<file path="config.mk">
export PLATFORM = sky130hd
export DESIGN_NAME = rv16_serial_add_unit_flat
export DESIGN_NICKNAME = d
export VERILOG_FILES = /design/src/rtl/rv16_add_if.sv /design/src/rtl/rv16_serial_add_unit.sv /design/src/flat_wrapper.sv
export SDC_FILE = /design/constraint.sdc
export NUM_CORES = 1
export LEC_CHECK = 0
export CORE_ASPECT_RATIO = 1.5
export CORE_MARGIN = 3
export CORE_UTILIZATION = 54
export CTS_CLUSTER_DIAMETER = 150
export CTS_CLUSTER_SIZE = 28
export DETAILED_ROUTE_END_ITERATION = 6
export PLACE_DENSITY_LB_ADDON = 0.15
export SYNTH_ARGS = -nofsm -noshare
export SYNTH_HDL_FRONTEND = slang
export SYNTH_SLANG_ARGS = --single-unit
</file>
<file path="constraint.sdc">
create_clock -name clk -period 3.8 [get_ports clk]
set_input_delay 1.14 -clock clk [delete_from_list [all_inputs] [get_ports clk]]
set_output_delay 1.14 -clock clk [all_outputs]
set_load 0.005 [all_outputs]
</file>
<file path="src/rtl/rv16_add_if.sv">
// Handshake and data bundle between the rv16 ALU sequencer and the bit-serial add unit.
interface rv16_add_if #(
  parameter int DATA = 16
) ();
  logic [DATA-1:0] rs1_add_in;
  logic [DATA-1:0] rs2_add_in;
  logic            cin;
  logic            add_valid_in;
  logic            add_ready_out;
  logic [DATA-1:0] rd_add_out;
  logic            cout;
  logic            ovf_out;
  logic            zero_out;
  logic            add_valid_out;
  logic            add_ready_in;

  modport master (
    output rs1_add_in, rs2_add_in, cin, add_valid_in, add_ready_in,
    input  add_ready_out, rd_add_out, cout, ovf_out, zero_out, add_valid_out
  );

  modport slave (
    input  rs1_add_in, rs2_add_in, cin, add_valid_in, add_ready_in,
    output add_ready_out, rd_add_out, cout, ovf_out, zero_out, add_valid_out
  );
endinterface

</file>
<file path="src/rtl/rv16_serial_add_unit.sv">
// Bit-serial adder: one full-adder cell plus a registered carry, LSB first, DATA cycles per add.
// state | meaning
// IDLE  | ready for a new operand pair
// RUN   | rippling one bit per clock through the full-adder cell
// DONE  | result presented, waiting for the consumer to take it
module rv16_serial_add_unit #(
  parameter int DATA = 16
) (
  input  logic     clk,
  input  logic     rst_n,
  rv16_add_if.slave bus
);
  localparam int CNT_W = (DATA > 1) ? $clog2(DATA) : 1;

  typedef enum logic [1:0] {IDLE, RUN, DONE} state_t;

  state_t          state;
  state_t          state_nxt;
  logic [DATA-1:0] a_sh;
  logic [DATA-1:0] b_sh;
  logic [DATA-1:0] s_sh;
  logic            c;
  logic            c_prev;
  logic [CNT_W-1:0] cnt;

  logic            sum_bit;
  logic            carry_nxt;
  logic            last_bit;
  logic            accept;
  logic [DATA-1:0] sum_vec;

  assign sum_bit   = a_sh[0] ^ b_sh[0] ^ c;
  assign carry_nxt = (a_sh[0] & b_sh[0]) | (a_sh[0] & c) | (b_sh[0] & c);
  assign last_bit  = (cnt == CNT_W'(DATA - 1));
  assign accept    = (state == IDLE) && bus.add_valid_in;
  assign sum_vec   = {sum_bit, s_sh[DATA-1:1]};

  always_ff @(posedge clk) begin
    if (!rst_n) state <= IDLE;
    else        state <= state_nxt;
  end

  always_comb begin
    state_nxt         = state;
    bus.add_ready_out = 1'b0;
    bus.add_valid_out = 1'b0;
    case (state)
      IDLE: begin
        bus.add_ready_out = 1'b1;
        if (bus.add_valid_in) state_nxt = RUN;
      end
      RUN: begin
        if (last_bit) state_nxt = DONE;
      end
      DONE: begin
        bus.add_valid_out = 1'b1;
        if (bus.add_ready_in) state_nxt = IDLE;
      end
      default: state_nxt = IDLE;
    endcase
  end

  // On the MSB cycle c is the carry into bit DATA-1, so c ^ carry_nxt is the signed overflow.
  always_ff @(posedge clk) begin
    if (!rst_n) begin
      a_sh           <= '0;
      b_sh           <= '0;
      s_sh           <= '0;
      c              <= 1'b0;
      c_prev         <= 1'b0;
      cnt            <= '0;
      bus.rd_add_out <= '0;
      bus.cout       <= 1'b0;
      bus.ovf_out    <= 1'b0;
      bus.zero_out   <= 1'b0;
    end else if (accept) begin
      a_sh <= bus.rs1_add_in;
      b_sh <= bus.rs2_add_in;
      c    <= bus.cin;
      cnt  <= '0;
    end else if (state == RUN) begin
      s_sh   <= sum_vec;
      a_sh   <= a_sh >> 1;
      b_sh   <= b_sh >> 1;
      c      <= carry_nxt;
      c_prev <= c;
      cnt    <= cnt + 1'b1;
      if (last_bit) begin
        bus.rd_add_out <= sum_vec;
        bus.cout       <= carry_nxt;
        bus.ovf_out    <= c ^ carry_nxt;
        bus.zero_out   <= (sum_vec == '0);
      end
    end
  end
endmodule

</file>
<file path="src/flat_wrapper.sv">
// flat-port wrapper written by rule: the top's interface ports become plain ports
module rv16_serial_add_unit_flat 
#(
  parameter int DATA = 16
)
  (clk, rst_n, bus_rs1_add_in, bus_rs2_add_in, bus_cin, bus_add_valid_in, bus_add_ready_in, bus_add_ready_out, bus_rd_add_out, bus_cout, bus_ovf_out, bus_zero_out, bus_add_valid_out);
  rv16_add_if #(.DATA(DATA)) bus_i ();
  input  logic clk;
  input  logic rst_n;
  input wire logic [$bits(bus_i.rs1_add_in)-1:0] bus_rs1_add_in;
  input wire logic [$bits(bus_i.rs2_add_in)-1:0] bus_rs2_add_in;
  input wire logic [$bits(bus_i.cin)-1:0] bus_cin;
  input wire logic [$bits(bus_i.add_valid_in)-1:0] bus_add_valid_in;
  input wire logic [$bits(bus_i.add_ready_in)-1:0] bus_add_ready_in;
  output wire logic [$bits(bus_i.add_ready_out)-1:0] bus_add_ready_out;
  output wire logic [$bits(bus_i.rd_add_out)-1:0] bus_rd_add_out;
  output wire logic [$bits(bus_i.cout)-1:0] bus_cout;
  output wire logic [$bits(bus_i.ovf_out)-1:0] bus_ovf_out;
  output wire logic [$bits(bus_i.zero_out)-1:0] bus_zero_out;
  output wire logic [$bits(bus_i.add_valid_out)-1:0] bus_add_valid_out;
  assign bus_i.rs1_add_in = bus_rs1_add_in;
  assign bus_i.rs2_add_in = bus_rs2_add_in;
  assign bus_i.cin = bus_cin;
  assign bus_i.add_valid_in = bus_add_valid_in;
  assign bus_i.add_ready_in = bus_add_ready_in;
  assign bus_add_ready_out = bus_i.add_ready_out;
  assign bus_rd_add_out = bus_i.rd_add_out;
  assign bus_cout = bus_i.cout;
  assign bus_ovf_out = bus_i.ovf_out;
  assign bus_zero_out = bus_i.zero_out;
  assign bus_add_valid_out = bus_i.add_valid_out;
  rv16_serial_add_unit #(.DATA(DATA)) u_core (.clk(clk), .rst_n(rst_n), .bus(bus_i));
endmodule
</file>
Word-level counts from Yosys, hierarchy flattened
Cells that the tools add are included.

cells by class
  add/subtract/negate cells = 1
  eq/ne operators = 6
  mux-type cells = 12
  bitwise operators = 10
  reduce and logical (&&, ||, !) cells = 8

operators by type and width
  cell                   number
  $mux W16               4
  $logic_not A16 Y1      1
  $mux W2                3
  $pmux W2 S3            1
  $reduce_and A3 Y1      2
  $add A4 B1 Y4 const B  1
  $eq A4 B4 Y1 const B   1
  $mux W1                4
  $ne A2 B2 Y1 const B   2
  $and A1 B1 Y1          3
  $xor A1 B1 Y1          3
  $eq A2 B1 Y1 const B   1
  $eq A2 B2 Y1 const B   1
  $logic_not A2 Y1       1
  $ne A2 B1 Y1 const B   1
  $not A1 Y1             2
  $or A1 B1 Y1           2
  $reduce_and A2 Y1      1
  $reduce_bool A2 Y1     1
  $reduce_or A2 Y1       1
  $logic_and A1 B1 Y1    1

storage, ports and cells
  register bits after elaboration = 74
  logic and storage cells = 47

Longest topological paths before layout
Gate-level depths: netlist of run 1.

  depth in word-level cells = 5
  depth in mapped cells = 6
  gate-level depth less buffers = 4

Worst setup path before layout of run 1
No wires, ideal clock.

  path type = input -> register
  start = input port bus_add_valid_in
  end = register u_core.cnt[0]
  data arrival time = 1,791 ps
  required time = 3,683 ps
  setup slack = 1,892 ps
  cell stages on the path = 3
  buffers on the path = 0
  cells stage by stage = or3b_2 nand2_1 nor2_1

between the ends
  word-level cells in the longest chain between the ends = 2

ends and longest elaborated chain
  item                               line                        RTL
  start, declared                    flat_wrapper.sv:13          input wire logic [$bits(bus_i.add_valid_in)-1:0] bus_add_valid_in;
  $logic_and A1 B1 Y1                rv16_serial_add_unit.sv:35  assign accept = (state == IDLE) && bus.add_valid_in;
  $reduce_or A2 Y1 (no source line)  n/a
  end signal, assigned               rv16_serial_add_unit.sv:87  cnt <= cnt + 1'b1;
  end, declared                      rv16_serial_add_unit.sv:24  logic [CNT_W-1:0] cnt;

No other way between the ends.
A chain may end at the register's enable or synchronous reset.

Worst setup path in the final report of run 1
  start = register u_core.state[1]
  end = output port bus_add_valid_out

between the ends
  word-level cells in the longest chain between the ends = 2

ends and longest elaborated chain
  item                    line                        RTL
  start, declared         rv16_serial_add_unit.sv:17  state_t state;
  start signal, assigned  rv16_serial_add_unit.sv:40  else state <= state_nxt;
  $eq A2 B2 Y1            rv16_serial_add_unit.sv:47  case (state)
  $mux W1                 rv16_serial_add_unit.sv:47
  end, declared           flat_wrapper.sv:20          output wire logic [$bits(bus_i.add_valid_out)-1:0] bus_add_valid_out;

No other way between the ends.

==> results of run 1 <==
[critical path, delay by kind of cell, from the launching register on]
kind                   cells  cell delay (ns)
and+or+nand+nor            1             0.22
DFF                        1             0.52
buffers and inverters      1             0.52
[metrics by stage]
| stage | utilization | cells | hold slack (ns) | total power, mW |
|---|---|---|---|---|
| CTS | 0.699 | 457 | 0.459 | 1.70 |
| detailed placement | 0.655 | 441 | 0.449 | 0.983 |
| global route | 0.699 | 457 | 0.472 | 1.75 |
| global placement | 0.655 | 441 | 0.442 | 0.979 |
| finish | 0.699 | 457 | 0.458 | 1.69 |
| floorplan | - | 337 | 0.435 | 0.933 |
[state kept, by name, summed over array words and instances, names as in the netlist]
signal,flops
u_core.a_sh,16
u_core.b_sh,16
u_core.bus.cout,1
u_core.bus.ovf_out,1
u_core.bus.rd_add_out,16
u_core.bus.zero_out,1
u_core.c,1
u_core.cnt,4
u_core.s_sh,15
u_core.state,2
[cell type report]
class | instances | area (um^2) | share of cell area
Timing Repair Buffer | 62 | 603 | 0.156
Multi-Input combinational cell | 236 | 1470 | 0.381
Tap cell | 70 | 87.6 | 0.0227
Clock buffer | 9 | 124 | 0.0320
Clock inverter | 7 | 119 | 0.0307
Sequential cell | 73 | 1460 | 0.378
[per-layer routing]
| metal | vias up | part of all wire |
|---|---|---|
| li1 | 1279 | - |
| met1 | 1197 | 0.42 |
| met2 | 54 | 0.52 |
| met3 | 11 | 0.033 |
| met4 | 0 | 0.022 |
| met5 | - | 0 |
[logic make-up after synthesis]
kind of cell	Yosys count	share of synthesized area
compound gates	122	0.291
xor+xnor	3	0.00845
buf+inv	28	0.0575
fa+ha+maj	2	0.0105
simple gates	109	0.163
flops	73	0.470
[synthesized netlist by cell type, types with 2 or more instances]
library cell / n
nand3_1: 23
a22oi_1: 31
dfxtp_1: 73
buf_4: 8
xnor2_1: 2
nand2_1: 66
buf_6: 5
a21boi_1: 45
nor2b_1: 2
nor2_1: 5
clkbuf_1: 10
a21boi_2: 9
buf_2: 4
a21boi_0: 11
o21ai_0: 19
nor4_1: 2
[power by group]
part / switching (mW) / internal (mW)
sequential: 0.0170 / 0.790
clock: 0.290 / 0.436
combinational: 0.0777 / 0.0788
total: 0.385 / 1.30
[placed cells by master (no fill, tap or decap), drive strengths merged, types with 2 or more instances in the layout]
master / instances
nand2: 66
clkinv: 2
nor2b: 3
dfxtp: 73
clkbuf: 9
a21boi: 65
a21oi: 2
o21ai: 20
nor4: 2
nor2: 5
buf: 6
clkinvlp: 2
nand3: 23
bufinv: 3
clkdlybuf4s50: 56
a22oi: 31
xnor2: 2
[final timing paths]
check	from	to	slack, ns	cells past startpoint
setup reg to reg	u_core.state[0]$_SDFFE_PN0P_	u_core.bus.zero_out$_SDFFE_PN0P_	1.84	4
setup / recovery	u_core.state[1]$_SDFFE_PN0P_	bus_add_valid_out	1.04	2
hold reg to reg	u_core.b_sh[3]$_SDFFE_PN0P_	u_core.b_sh[3]$_SDFFE_PN0P_	0.46	2
hold / removal	u_core.b_sh[3]$_SDFFE_PN0P_	u_core.b_sh[3]$_SDFFE_PN0P_	0.46	2
==> summary.txt, run 1 <==
Timing
  – Worst slew pin tran: 0.716 ns
  – Tmin final: 2.76 ns
  – # setup viols final: 0
  – Hold Vio Cnt, Final: 0
  – RSZ-0062 raised after global routing: false
  – Max Slew Vio Count: 0
  – Fin Setup TNS: 0 ns
  – Fmax: 363 MHz
  – Worst setup margin: 1.04 ns
  – Worst Skew: 0.0132 ns
  – Slew HR: 0.522
  – Final worst-path cycle share: 0.725

Critical path
  – Setup crit start kind: flop
  – Largest fanout on the critical path: 8
  – Slowest cell on the critical path: dfxtp_1
  – CP Cell Sequence: nor2b_1 > clkdlybuf4s50_1
  – Crit-path max cell delay: 0.52 ns
  – Worst setup EP type: primary output
  – CP Data Required Time: 2.66 ns
  – Worst endpoint data arrival time: 1.62 ns
  – CP Class: flop to primary output

Synth
  – Synthesized flop and latch total: 73
  – Syn Nets: 376
  – Area fraction of the dominant cell type after synthesis: 0.470
  – EDFF count, synth: 0
  – Yosys warns: 0
  – Ys flop type: dfxtp_1
  – Syn Area/Cell: 9.23 um^2
  – Synthesized area: 3110 um^2
  – Ys async rst share: 0
  – Synth top area cells: dfxtp_1 (47%), a21boi_1 (11%), nand2_1 (8.0%), a22oi_1 (7.5%), nand3_1 (3.7%)
  – Seq/Total Area, Yosys: 0.470
  – Synth cell types: 38
  – Syn Inst Count: 337
  – Dominant cell type by area after synthesis: dfxtp_1

Clocking
  – Root buffer cell: clkbuf_8
  – TritonCTS clock tree: yes
  – Post-CTS Setup Bufs: 0
  – H-tree depth: 3
  – Max Root-Sink Buffers: 2
  – Cts hold-fix bufs: 0
  – CTS Sinks: 73
  – CTS clk-pin slew, worst paths: 0.08 ns
  – Post-CTS sizing: 0
  – Clk_lat worst skew: 0.35 ns
  – Num CTS Buffers: 9

Floorplan
  – Chip height: 99.0 um
  – Starting Density: 0.562
  – Die Wd: 68.0 um
  – Row cnt: 33
  – Area of the die: 6730 um^2
  – Total core area: 5530 um^2
  – Io pins: 58

Routing
  – Vias: 2,541
  – Drt wl/cell: 13.7 um
  – Number of vias per cell: 5.56
  – ANT nets after route: 0
  – DRT Wirelength: 6250 um
  – Drt pass-1 iters: 4
  – Iter 0 DRT Violations: 259
  – DRC viols: 0

Global routing
  – Met2 Use GR: 0.334
  – Gr busiest metal: met2
  – GRT Overall Usage: 0.197
  – First-pass GRT wire length: 10,200 um
  – Number of antenna violations at the first check in global routing: 0
  – GR Util met1: 0.222
  – Vias in the first global route: 2,292
  – Pin count of the biggest net entering global routing: 71
  – Grt total ovfl: 0
  – Met3 usage: 0.0319

Power and ir drop
  – Pwr dens: 437 nW/um^2
  – Worst vdd ir: 0.335 mV
  – Static Leakage: 1.32 nW

Placed design
  – Pre-CTS worst setup slack: 1.24 ns
  – HPWL Detailed: 4080 um
  – GPL Wtd Cong: 0.735
  – Area post-placement: 3620 um^2
  – PortBufs: 57

Worst hold path
  – Worst min-delay path category: flop to flop

Job
  – Max-cap violations: 0

Cells and area
  – Layout cells sized above 1: 0.0956
  – Area Growth Syn to Fin: 24.2%
  – Fin area: 3870 um^2
  – Net count, final: 421
  – Filler cells: 478
  – N_diodes: 0

Outcome
  – Status: complete, no violations
Power figures use the tool's default switching activity.
==> inputs of run 2 (changes only) <==
--- a/config.mk
+++ b/config.mk
@@ -7,7 +7,7 @@
 export LEC_CHECK = 0
 export CORE_ASPECT_RATIO = 1.5
 export CORE_MARGIN = 3
-export CORE_UTILIZATION = 54
+export CORE_UTILIZATION = 52
 export CTS_CLUSTER_DIAMETER = 150
 export CTS_CLUSTER_SIZE = 28
 export DETAILED_ROUTE_END_ITERATION = 6
==> constraint.sdc (replaced) <==
create_clock -name clk -period 2.9 [get_ports clk]
set_input_delay 0.87 -clock clk [delete_from_list [all_inputs] [get_ports clk]]
set_output_delay 0.87 -clock clk [all_outputs]
set_load 0.005 [all_outputs]
==> run 2 against run 1 <==
Against the previous run: cell area is 1.4% lower; non-clock buffer count is the same; count of clock-buffer cells in the layout up 4; critical endpoint unchanged; critical path depth unchanged; cell count unchanged; largest cell class unchanged; sequential power up 31%; largest power group unchanged; utilization is 2.0 points lower.
==> summary.txt, run 2 (same netlist as run 1, synthesis figures left out) <==
Cells and area
  – N_diodes: 0 (unchanged)
  – Final Core Density: 0.679 (-0.0199)
  – Most common cell after layout, fill and taps aside: dfxtp_1
  – Area Growth Syn to Fin: 22.5%
  – Largest registers: u_core.a_sh (16), u_core.b_sh (16), u_core.bus.rd_add_out (16)
  – Layout cells sized above 1: 0.0879 (-0.00775)
  – Net count, final: 421 (unchanged)
  – Fin area: 3810 um^2 (-1.4%)
  – Final std cells w/o fill: 457 (unchanged)
  – Commonest cells after routing, fill and taps aside: dfxtp_1 (73), nand2_1 (66), clkdlybuf4s50_1 (56), a21boi_1 (45), a22oi_1 (31)

Placed design
  – GPL Wtd Cong: 0.753 (+2.5%)
  – HPWL Detailed: 4070 um (-0.20%)
  – Pre-CTS worst setup slack: 0.615 ns (-0.628 ns)
  – Placed cell count: 441 (unchanged)
  – PortBufs: 57 (unchanged)
  – Area post-placement: 3620 um^2 (unchanged)

Clocking
  – Cts hold-fix bufs: 0 (unchanged)
  – Clk_lat worst skew: 0.34 ns (about the same)
  – Num CTS Buffers: 9 (unchanged)
  – CTS Sinks: 73 (unchanged)
  – Post-CTS Setup Bufs: 0 (unchanged)
  – CTS clk-pin slew, worst paths: 0.07 ns (about the same)
  – Root buffer cell: clkbuf_8
  – Post-CTS sizing: 0 (unchanged)
  – H-tree depth: 3 (unchanged)
  – Max Root-Sink Buffers: 2 (unchanged)
  – TritonCTS clock tree: yes

Routing
  – Vias: 2,538 (-0.12%)
  – Drt pass-1 iters: 4 (unchanged)
  – Iter 0 DRT Violations: 245 (-5.4%)
  – ANT nets after route: 0 (unchanged)
  – DRT Wirelength: 6330 um (+1.3%)
  – Drt wl/cell: 13.8 um (+1.3%)
  – Number of vias per cell: 5.55 (-0.12%)
  – DRC viols: 0 (unchanged)

Floorplan
  – Starting Density: 0.554 (-0.00827)
  – Die Wd: 69.2 um (+1.7%)
  – Area of the die: 6970 um^2 (+3.6%)
  – Chip height: 101 um (+1.8%)
  – Row cnt: 33 (unchanged)
  – Io pins: 58 (unchanged)
  – Total core area: 5620 um^2 (+1.5%)

Critical path
  – Worst r2r src: u_core.state[0]$_SDFFE_PN0P_
  – Largest fanout on the critical path: 8 (unchanged)
  – R2r endpoint: u_core.bus.rd_add_out[0]$_SDFFE_PN0P_
  – Worst setup path start: u_core.state[1]$_SDFFE_PN0P_
  – Worst reg2reg setup slack: 1.18 ns (-0.66 ns)
  – Setup crit start kind: flop
  – R2r worst-path depth: 4 (unchanged)
  – Crit path to: bus_add_valid_out
  – CP Class: flop to primary output
  – Worst setup EP type: primary output
  – CP Data Required Time: 2.03 ns (-0.63 ns)
  – Worst endpoint data arrival time: 1.59 ns (-0.03 ns)

Timing
  – Final worst-path cycle share: 0.848
  – Fin Setup TNS: 0 ns (unchanged)
  – RSZ-0062 raised after global routing: false
  – WHS: 0.457 ns (-0.00130 ns)
  – Worst slew pin tran: 0.722 ns (+0.00674 ns)
  – Slew HR: 0.518 (-0.00348)
  – Worst Skew: 0.00580 ns (-0.00744 ns)
  – Hold Vio Cnt, Final: 0 (unchanged)
  – Fmax: 407 MHz
  – Worst setup margin: 0.442 ns (-0.602 ns)
  – Max Slew Vio Count: 0 (unchanged)
  – Tmin final: 2.46 ns
  – # setup viols final: 0 (unchanged)

Outcome
  – Status: complete, no violations

Power and ir drop
  – Static Leakage: 1.31 nW (-1.4%)
  – Design Power: 2.03 mW (+20%)
  – Pwr dens: 532 nW/um^2 (+22%)
  – Worst vdd ir: 0.499 mV (+49%)

Worst hold path
  – Worst min-delay path category: flop to flop

Global routing
  – Grt total ovfl: 0 (unchanged)
  – Number of antenna violations at the first check in global routing: 0 (unchanged)
  – Pin count of the biggest net entering global routing: 47 (-34%)
  – Vias in the first global route: 2,335 (+1.9%)
  – First-pass GRT wire length: 10,700 um (+5.2%)
  – GRT Overall Usage: 0.190 (-0.00611)

Job
  – Max-cap violations: 0 (unchanged)
==> run 2: routing by layer <==
metal,wire length (um),track usage,vias up
met2,3380,0.335,56
met5,0,0,-
met3,303,0.0519,10
met4,109,0.0827,0
met1,2530,0.215,1191
li1,-,-,1281
==> run 2: report_power, final <==
part | internal, mW | total [mW] | switching, mW
clock | 0.419 | 0.765 | 0.346
sequential | 1.04 | 1.06 | 0.0224
combinational | 0.103 | 0.205 | 0.103
total | 1.56 | 2.03 | 0.471
==> run 2: layout make-up <==
class	instances	area (um^2)
Sequential cell	73	1460
Clock inverter	3	40.0
Timing Repair Buffer	62	603
Fill cell	489	1800
Clock buffer	13	149
Multi-Input combinational cell	236	1470
Tap cell	70	87.6
==> run 2: worst min path at each step <==
stage / from / end / cells past startpoint
2_1_floorplan: u_core.a_sh[10]$_SDFFE_PN0P_ / u_core.a_sh[10]$_SDFFE_PN0P_ / 2
3_3_place_gp: u_core.b_sh[8]$_SDFFE_PN0P_ / u_core.b_sh[8]$_SDFFE_PN0P_ / 2
3_5_place_dp: u_core.a_sh[13]$_SDFFE_PN0P_ / u_core.a_sh[13]$_SDFFE_PN0P_ / 2
4_1_cts: u_core.b_sh[3]$_SDFFE_PN0P_ / u_core.b_sh[3]$_SDFFE_PN0P_ / 2
5_1_grt: u_core.a_sh[7]$_SDFFE_PN0P_ / u_core.a_sh[7]$_SDFFE_PN0P_ / 2
6_report: u_core.a_sh[7]$_SDFFE_PN0P_ / u_core.a_sh[7]$_SDFFE_PN0P_ / 2
==> run 2: critical path, cell delays in order (launching register included) <==
cell,delay [ns]
dfxtp_1,0.53
nor2b_1,0.20
clkdlybuf4s50_1,0.52
